`src/rtl/huffman_bit_packer.sv`:
```
// Packs right-aligned variable-length code words MSB-first into a byte stream.
// An explicit flush drains residual bits as a zero-padded byte tagged out_last.
module huffman_bit_packer #(
  parameter int ACC_W   = 16,
  parameter int MAX_LEN = 8
) (
  input  logic       clk,
  input  logic       rst_n,
  input  logic       in_valid,
  input  logic [7:0] in_code,
  input  logic [3:0] in_len,
  output logic       in_ready,
  input  logic       flush,
  output logic       out_valid,
  output logic [7:0] out_byte,
  output logic       out_last,
  input  logic       out_ready,
  output logic       flush_done
);

  localparam int CNT_W = $clog2(ACC_W + 1);

  typedef enum logic {ST_RUN = 1'b0, ST_FLUSH = 1'b1} state_t;

  state_t           state_reg, state_next;
  logic [ACC_W-1:0] acc_reg, acc_next;
  logic [CNT_W-1:0] cnt_reg, cnt_next;
  logic [7:0]       out_byte_reg;
  logic             out_valid_reg;
  logic             out_last_reg;
  logic             done_pend_reg;
  logic             flush_done_reg;

  logic             out_free;
  logic             drain_full;
  logic             drain_part;
  logic             load_byte;
  logic             accept;
  logic             done_set;
  logic             last_byte;
  logic [CNT_W-1:0] len_eff;
  logic [CNT_W-1:0] cnt_after;
  logic [CNT_W-1:0] ins_shift;
  logic [ACC_W-1:0] acc_after;
  logic [ACC_W-1:0] code_wide;
  logic [7:0]       code_masked;

  always_ff @(posedge clk or negedge rst_n) begin
    if (!rst_n) state_reg <= ST_RUN;
    else        state_reg <= state_next;
  end

  always_comb begin
    state_next = state_reg;
    case (state_reg)
      ST_RUN:   if (flush) state_next = ST_FLUSH;
      ST_FLUSH: if (cnt_reg == '0 && out_free) state_next = ST_RUN;
    endcase
  end

  // FSM outputs: input gating, padded final byte, and flush completion.
  always_comb begin
    in_ready   = (state_reg == ST_RUN) && (cnt_reg <= CNT_W'(8));
    drain_part = (state_reg == ST_FLUSH) && (cnt_reg != '0) &&
                 (cnt_reg < CNT_W'(8)) && out_free;
    done_set   = (state_reg == ST_FLUSH) && (cnt_reg == '0) && out_free;
  end

  always_comb begin
    out_free    = !out_valid_reg || out_ready;
    drain_full  = (cnt_reg >= CNT_W'(8)) && out_free;
    load_byte   = drain_full || drain_part;
    accept      = in_valid && in_ready;
    len_eff     = (in_len > 4'(MAX_LEN)) ? CNT_W'(MAX_LEN) : CNT_W'(in_len);
    code_masked = in_code & ~(8'hFF << len_eff);

    if (drain_full) begin
      acc_after = acc_reg << 8;
      cnt_after = cnt_reg - CNT_W'(8);
    end else if (drain_part) begin
      acc_after = '0;
      cnt_after = '0;
    end else begin
      acc_after = acc_reg;
      cnt_after = cnt_reg;
    end

    // New code lands directly below the bits that survive this cycle's drain.
    ins_shift = CNT_W'(ACC_W) - cnt_after - len_eff;
    code_wide = ACC_W'(code_masked) << ins_shift;

    acc_next = acc_after;
    cnt_next = cnt_after;
    if (accept) begin
      acc_next = acc_after | code_wide;
      cnt_next = cnt_after + len_eff;
    end

    last_byte = (state_reg == ST_FLUSH) && (cnt_after == '0);
  end

  always_ff @(posedge clk or negedge rst_n) begin
    if (!rst_n) begin
      acc_reg        <= '0;
      cnt_reg        <= '0;
      out_byte_reg   <= '0;
      out_valid_reg  <= 1'b0;
      out_last_reg   <= 1'b0;
      done_pend_reg  <= 1'b0;
      flush_done_reg <= 1'b0;
    end else begin
      acc_reg <= acc_next;
      cnt_reg <= cnt_next;
      if (load_byte) begin
        out_byte_reg  <= acc_reg[ACC_W-1 -: 8];
        out_valid_reg <= 1'b1;
        out_last_reg  <= last_byte;
      end else if (out_ready) begin
        out_valid_reg <= 1'b0;
      end
      // Completion is reported one cycle after the FSM has returned to RUN.
      done_pend_reg  <= done_set;
      flush_done_reg <= done_pend_reg;
    end
  end

  assign out_valid  = out_valid_reg;
  assign out_byte   = out_byte_reg;
  assign out_last   = out_last_reg;
  assign flush_done = flush_done_reg;

endmodule

```
`config.mk`:
```
export PLATFORM = sky130hd
export DESIGN_NAME = huffman_bit_packer
export DESIGN_NICKNAME = d
export VERILOG_FILES = /design/src/rtl/huffman_bit_packer.sv
export SDC_FILE = /design/constraint.sdc
export NUM_CORES = 1
export LEC_CHECK = 0
export BUFFER_PORTS_ARGS = -buffer_cell sky130_fd_sc_hd__buf_4
export CELL_PAD_IN_SITES_DETAIL_PLACEMENT = 0
export CELL_PAD_IN_SITES_GLOBAL_PLACEMENT = 1
export CORE_MARGIN = 1.5
export CORE_UTILIZATION = 40
export DETAILED_ROUTE_END_ITERATION = 10
export PLACE_DENSITY_LB_ADDON = 0.1
export SYNTH_ARGS = -nofsm -noshare
export SYNTH_HDL_FRONTEND = slang
export SYNTH_SLANG_ARGS = --single-unit
```
`constraint.sdc`:
```
create_clock -name clk -period 3.7 [get_ports clk]
set_input_delay 0.74 -clock clk [delete_from_list [all_inputs] [get_ports clk]]
set_output_delay 0.74 -clock clk [all_outputs]
set_load 0.005 [all_outputs]
```
Word level (Yosys, flattened, before mapping) --
Index checks and enable logic that the tools add are counted.
Operators by class: reduce and logical (&&, ||, !) cells 17, shift operators 2, add/subtract/negate cells 4, magnitude comparators 4, bitwise logic cells 4, multiplexer cells 12
Operators with widths (number):
- 16-bit 2-to-1 mux | 3
- 16-bit OR | 1
- 8-bit by 5-bit left shift with 16-bit output | 1
- 5-bit 2-to-1 mux | 3
- 1-bit logical AND | 10
- 5-bit logical NOT | 2
- 8-bit AND | 1
- 8-bit NOT | 1
- 8-bit by 4-bit left shift with 8-bit output, first input constant | 1
- 5-bit by 4-bit adder with 5-bit output | 1
- 5-bit by 4-bit >= comparator with 1-bit output, second input constant | 1
- 5-bit by 4-bit less-or-equal comparator with 1-bit output, second input constant | 1
- 5-bit by 4-bit less-than comparator with 1-bit output, second input constant | 1
- 5-bit nonzero test | 1
- 5-bit by 4-bit subtractor with 5-bit output | 1
- 5-bit by 4-bit subtractor with 5-bit output, second input constant | 1
- 5-bit subtractor, first input constant | 1
- 4-bit > comparator, second input constant | 1
- 1-bit 2-to-1 mux | 4
- 4-bit 2-to-1 mux | 1
- 1-bit logical OR | 2
- 1-bit case mux with 2 select lines | 1
- 2-bit nonzero test | 1
- 1-bit logical NOT | 1
- 1-bit NOT | 1
Word-level totals: output and inout port bits 12, logic and storage cells 51, register bits after elaboration 34

Longest topological paths before layout --
depth after elaboration 11, gate-level depth with buffers 17, mapped depth without buffers 15

Least setup slack after synthesis --
No wires, ideal clock.
kind input port to flip-flop, from input port in_len[3], to register acc_reg[6], data required time 3.590 ns, stages on the path 13, setup time 0.110 ns, arrival time 3.503 ns, setup slack 0.086 ns, cell sequence clkbuf_1 -> clkbuf_1 -> nor2b_1 -> ha_1 -> inv_1 -> ha_1 -> clkbuf_1 -> clkbuf_1 -> o21ai_0 -> a21oi_1 -> a222oi_1 -> mux2_2 -> o41ai_1
Between the ends: word-level cells in the longest chain between the ends 8
Ends and longest elaborated chain:
- start: declaration | RTL line 11 | input logic [3:0] in_len,
- 4-bit > comparator | RTL line 74 | len_eff = (in_len > 4'(MAX_LEN)) ? CNT_W'(MAX_LEN) : CNT_W'(in_len);
- 4-bit 2-to-1 mux * | RTL line 74
- 8-bit by 4-bit left shift with 8-bit output | RTL line 75 | code_masked = in_code & ~(8'hFF << len_eff);
- 8-bit NOT | RTL line 75
- 8-bit AND | RTL line 75
- 8-bit by 5-bit left shift with 16-bit output * | RTL line 90 | code_wide = ACC_W'(code_masked) << ins_shift;
- 16-bit OR * | RTL line 95 | acc_next = acc_after | code_wide;
- 16-bit 2-to-1 mux * | RTL line 94 | if (accept) begin
- net acc_next[6] | RTL line 26 | logic [ACC_W-1:0] acc_reg, acc_next;
- end signal: assignment | RTL line 112 | acc_reg <= acc_next;
- end: declaration | RTL line 26
The timed path passes the listed nets; every way through them passes the cells marked *. A chain may end at the register's enable or synchronous reset.

Worst setup path in the final report --
from register cnt_reg[3], to register acc_reg[15]
Between the ends: word-level cells in the longest chain between the ends 11
Ends and longest elaborated chain:
- start: declaration | RTL line 27 | logic [CNT_W-1:0] cnt_reg, cnt_next;
- start signal: assignment | RTL line 113 | cnt_reg <= cnt_next;
- parallel branches: the longest is 10 deep, another holds 5-bit by 4-bit less-than comparator with 1-bit output
- 16-bit 2-to-1 mux * | RTL line 94
- net acc_next[15] | RTL line 26
Mark *: on every way through the listed nets, which the timed path passes.

==> summary.md <==
| Metric | Value |
|---|---|
| Status | complete, no violations |
| Avg Inst Size Synth | 8.76 sq um |
| Max Cap Violations | 0 |
| Slew headroom | 54.2% |
| TritonCTS Buffers | 5 |
| IO Port Bufs | 28 |
| Gate Count Post-Synth | 280 |
| Largest net degree at the start of global routing | 35 |
| Place WS | -2.66 ps |
| Clk sink count | 34 |
| CTS clock-pin slew for the worst setup and hold paths | 70 ps |
| Cell variety after synth | 51 |
| Worst Skew | 6.24 ps |
| Placed Area | 2820 sq um |
| CP max-delay cell | dfrtp_1 |
| Final Slew Violations | 0 |
| Grt ovf | 0 |
| Sequential power share | 19.4% |
| Drt first pass iters | 4 |
| Layout net count | 347 |
| Via/cell ratio | 5.51 |
| Area of the multi-input gates | 1540 sq um |
| Layout area overhead | 20.4% |
| Number of flip-flops in the largest register | 16 |
| Clk pwr share | 10.3% |
| Worst slew pin tran | 679 ps |
| Crit share post-route | 93.2% |
| CP max FO | 14 |
| Setup violators final | 0 |
| Synth top area share | 34.7% |
| H-tree levels | 2 |
| CP endpoint kind | flop |
| RSZ-0062 raised after global routing | false |
| Final Hold Vio Count | 0 |
| Critical Path RT | 3890 ps |
| Hold slack | 353 ps |
| Setup_tns | 0 ps |
| Final Power | 2.73 mW |
| Fraction of registers with async set/reset | 100% |
| Cell Count, Final, Fillers Out | 393 |
| FP Rows | 28 |
| Register area | 851 sq um |
| Yosys Warn Count | 0 |
| Post-synth EDFFs | 0 |
| Vias in the first global route | 2,096 |
| Num ports | 29 |
| Slowest stage delay, CP | 380 ps |
| Synth top area cells | dfrtp_1 35%, ha_1 6.1%, mux2_2 5.5%, o21ai_0 5.3%, nor2_1 3.7% |
| First-pass GRT wire length | 10.3 mm |
| Combinational share of power | 70.3% |
| Detailed Route Iter0 Violations | 102 |
| Register area share after synthesis | 34.7% |
| Avg WL per Cell | 15.4 um |
| Critical path arrival | 3640 ps |
| Clk buf depth | 2 |
| Detail Placement HPWL | 4.76 mm |
| Post-DRT Antenna Nets | 0 |
| Share of cells above drive strength 1 | 23.6% |
| Post-layout util | 49.9% |
| Via count | 2,167 |
| N_diodes | 0 |
| Die height | 81.3 um |
| Initial Util | 41.4% |
| # fillers | 595 |
| Startpoint types | flop |
| PnR worst setup slack | 252 ps |
| Wirelength, routed | 6.06 mm |
| Gpl congestion | 0.809 |
| Clk_lat worst skew | 290 ps |
| Netlist Area Pre-Place | 2450 sq um |
| Initial antenna violation count | 0 |
| Root Buffer Master | clkbuf_8 |
| VDD IR max | 0.000458 V |
| Sw Share | 48.3% |
| Worst-path cell chain | inv_1 > ha_1 > nand2_1 > nor2_1 > nand3_1 > and2_1 > ha_1 > inv_1 > ha_4 > mux2i_1 > o211ai_1 > o221ai_1 > mux2_2 > or3_1 > o21ai_0 |
| Die W | 81.3 um |
| Synth Flop Type | dfrtp_1 |
| CTS tree | yes |
| Family with the most delay on the worst path | simple AND/OR/NAND/NOR gates |
| P_int | 1.41 mW |
| Pleak | 1.32 nW |
| Sw power | 1.32 mW |
| WS Path Type | reg -> reg |
| Core Area | 5920 sq um |
| Cell area after layout | 2950 sq um |
| Post-Place Cells | 384 |
| Fmax | 0.290 GHz |
| Crit path buf inv count | 2 |
| Syn nets | 310 |
| Residual DRC count | 0 |
| Seq cells post-synth | 34 |
| Die ar. | 6610 sq um |
| Pwr Density | 926 nW/um^2 |
| GRT Total Usage | 20.6% |
| Post-layout minimum cycle time | 3450 ps |
| Dominant cell type by area after synthesis | dfrtp_1 |
| Hold/Removal Path Class | reg -> reg |
## path summary, 6_finish.rpt
check / from / endpoint / slack, ps / cells after the start
setup / recovery: cnt_reg[3] / acc_reg[15] / 250 / 15
hold / removal: done_pend_reg / flush_done / 350 / 0
setup reg to reg: cnt_reg[3] / acc_reg[15] / 250 / 15
hold reg to reg: done_pend_reg / flush_done / 350 / 0
max in group asynchronous: rst_n / done_pend_reg / 3000 / 1
min in group asynchronous: rst_n / out_byte[1] / 390 / 1
## final cells by class
type / instances / area share, %
multi-input cells: 222 / 52.3
clock inverters: 1 / 0.170
clock buffers: 7 / 2.92
well taps: 75 / 3.18
inverters: 9 / 1.14
flip-flops and latches: 34 / 28.8
repair buffers: 45 / 11.4
## worst register-to-register path, delay by kind of cell (launching register included)
family | cells | cell delay (ps)
muxes | 2 | 440
AOI/OAI and AO/OA | 3 | 550
adders and majority gates | 3 | 840
buffers and inverters | 2 | 180
DFF | 1 | 380
and+or+nand+nor | 5 | 960
## what timing repair did
item,4_1_cts,5_1_grt
pin swaps,0,1
hold endpoints to repair,0,0
setup endpoints to repair,1,15
setup buffers,0,1
gates resized for setup,1,5
cloned,0,0
hold buffers,0,0
## placed cells by master (no fill, tap or decap), types with 9 or more instances in the layout
cell type   n
nand3_1    11
a22oi_1     9
o21ai_0    24
mux2_2     12
ha_1       11
buf_4      45
nor2_1     24
nand2_1    22
a21oi_1    12
dfrtp_1    34
## cells by family after synthesis
logic type,Yosys count,share of synthesized area (%)
mux,18,8.47
flops,34,34.7
simple gates,94,18.8
compound gates,91,24.6
fa+ha+maj,13,6.94
buf+inv,24,3.72
xor+xnor,6,2.75
## Yosys cell counts (all sizes together), types with 3 or more instances
master,number
nand2,22
o211ai,4
o31ai,6
nand2b,3
o22ai,3
a22oi,9
or4,3
a21oi,12
dfrtp,34
o21ai,33
nand3,11
nor3,7
mux2,12
xnor2,4
and2,5
clkbuf,14
ha,12
o41ai,5
inv,9
o21a,3
nor2b,6
and3,4
nor2,24
mux2i,6
## power groups by stage
stage                     clock network, mW  registers (mW)  logic [mW]
after global routing                  0.308           0.542        2.15
after detailed placement                  0           0.533        1.84
after CTS                             0.285           0.527        1.86
after global placement                    0           0.529        1.85
after floorplan                           0           0.523        1.29
final                                 0.282           0.529        1.92
## per-layer routing
| metal | track usage, % | vias to the layer above | wire [um] |
|---|---|---|---|
| met5 | 0 | - | 0 |
| li1 | - | 1116 | - |
| met3 | 3.37 | 6 | 239 |
| met4 | 5.17 | 0 | 71 |
| met2 | 32.8 | 46 | 2680 |
| met1 | 28.8 | 999 | 3070 |
Power figures use the tool's default switching activity.
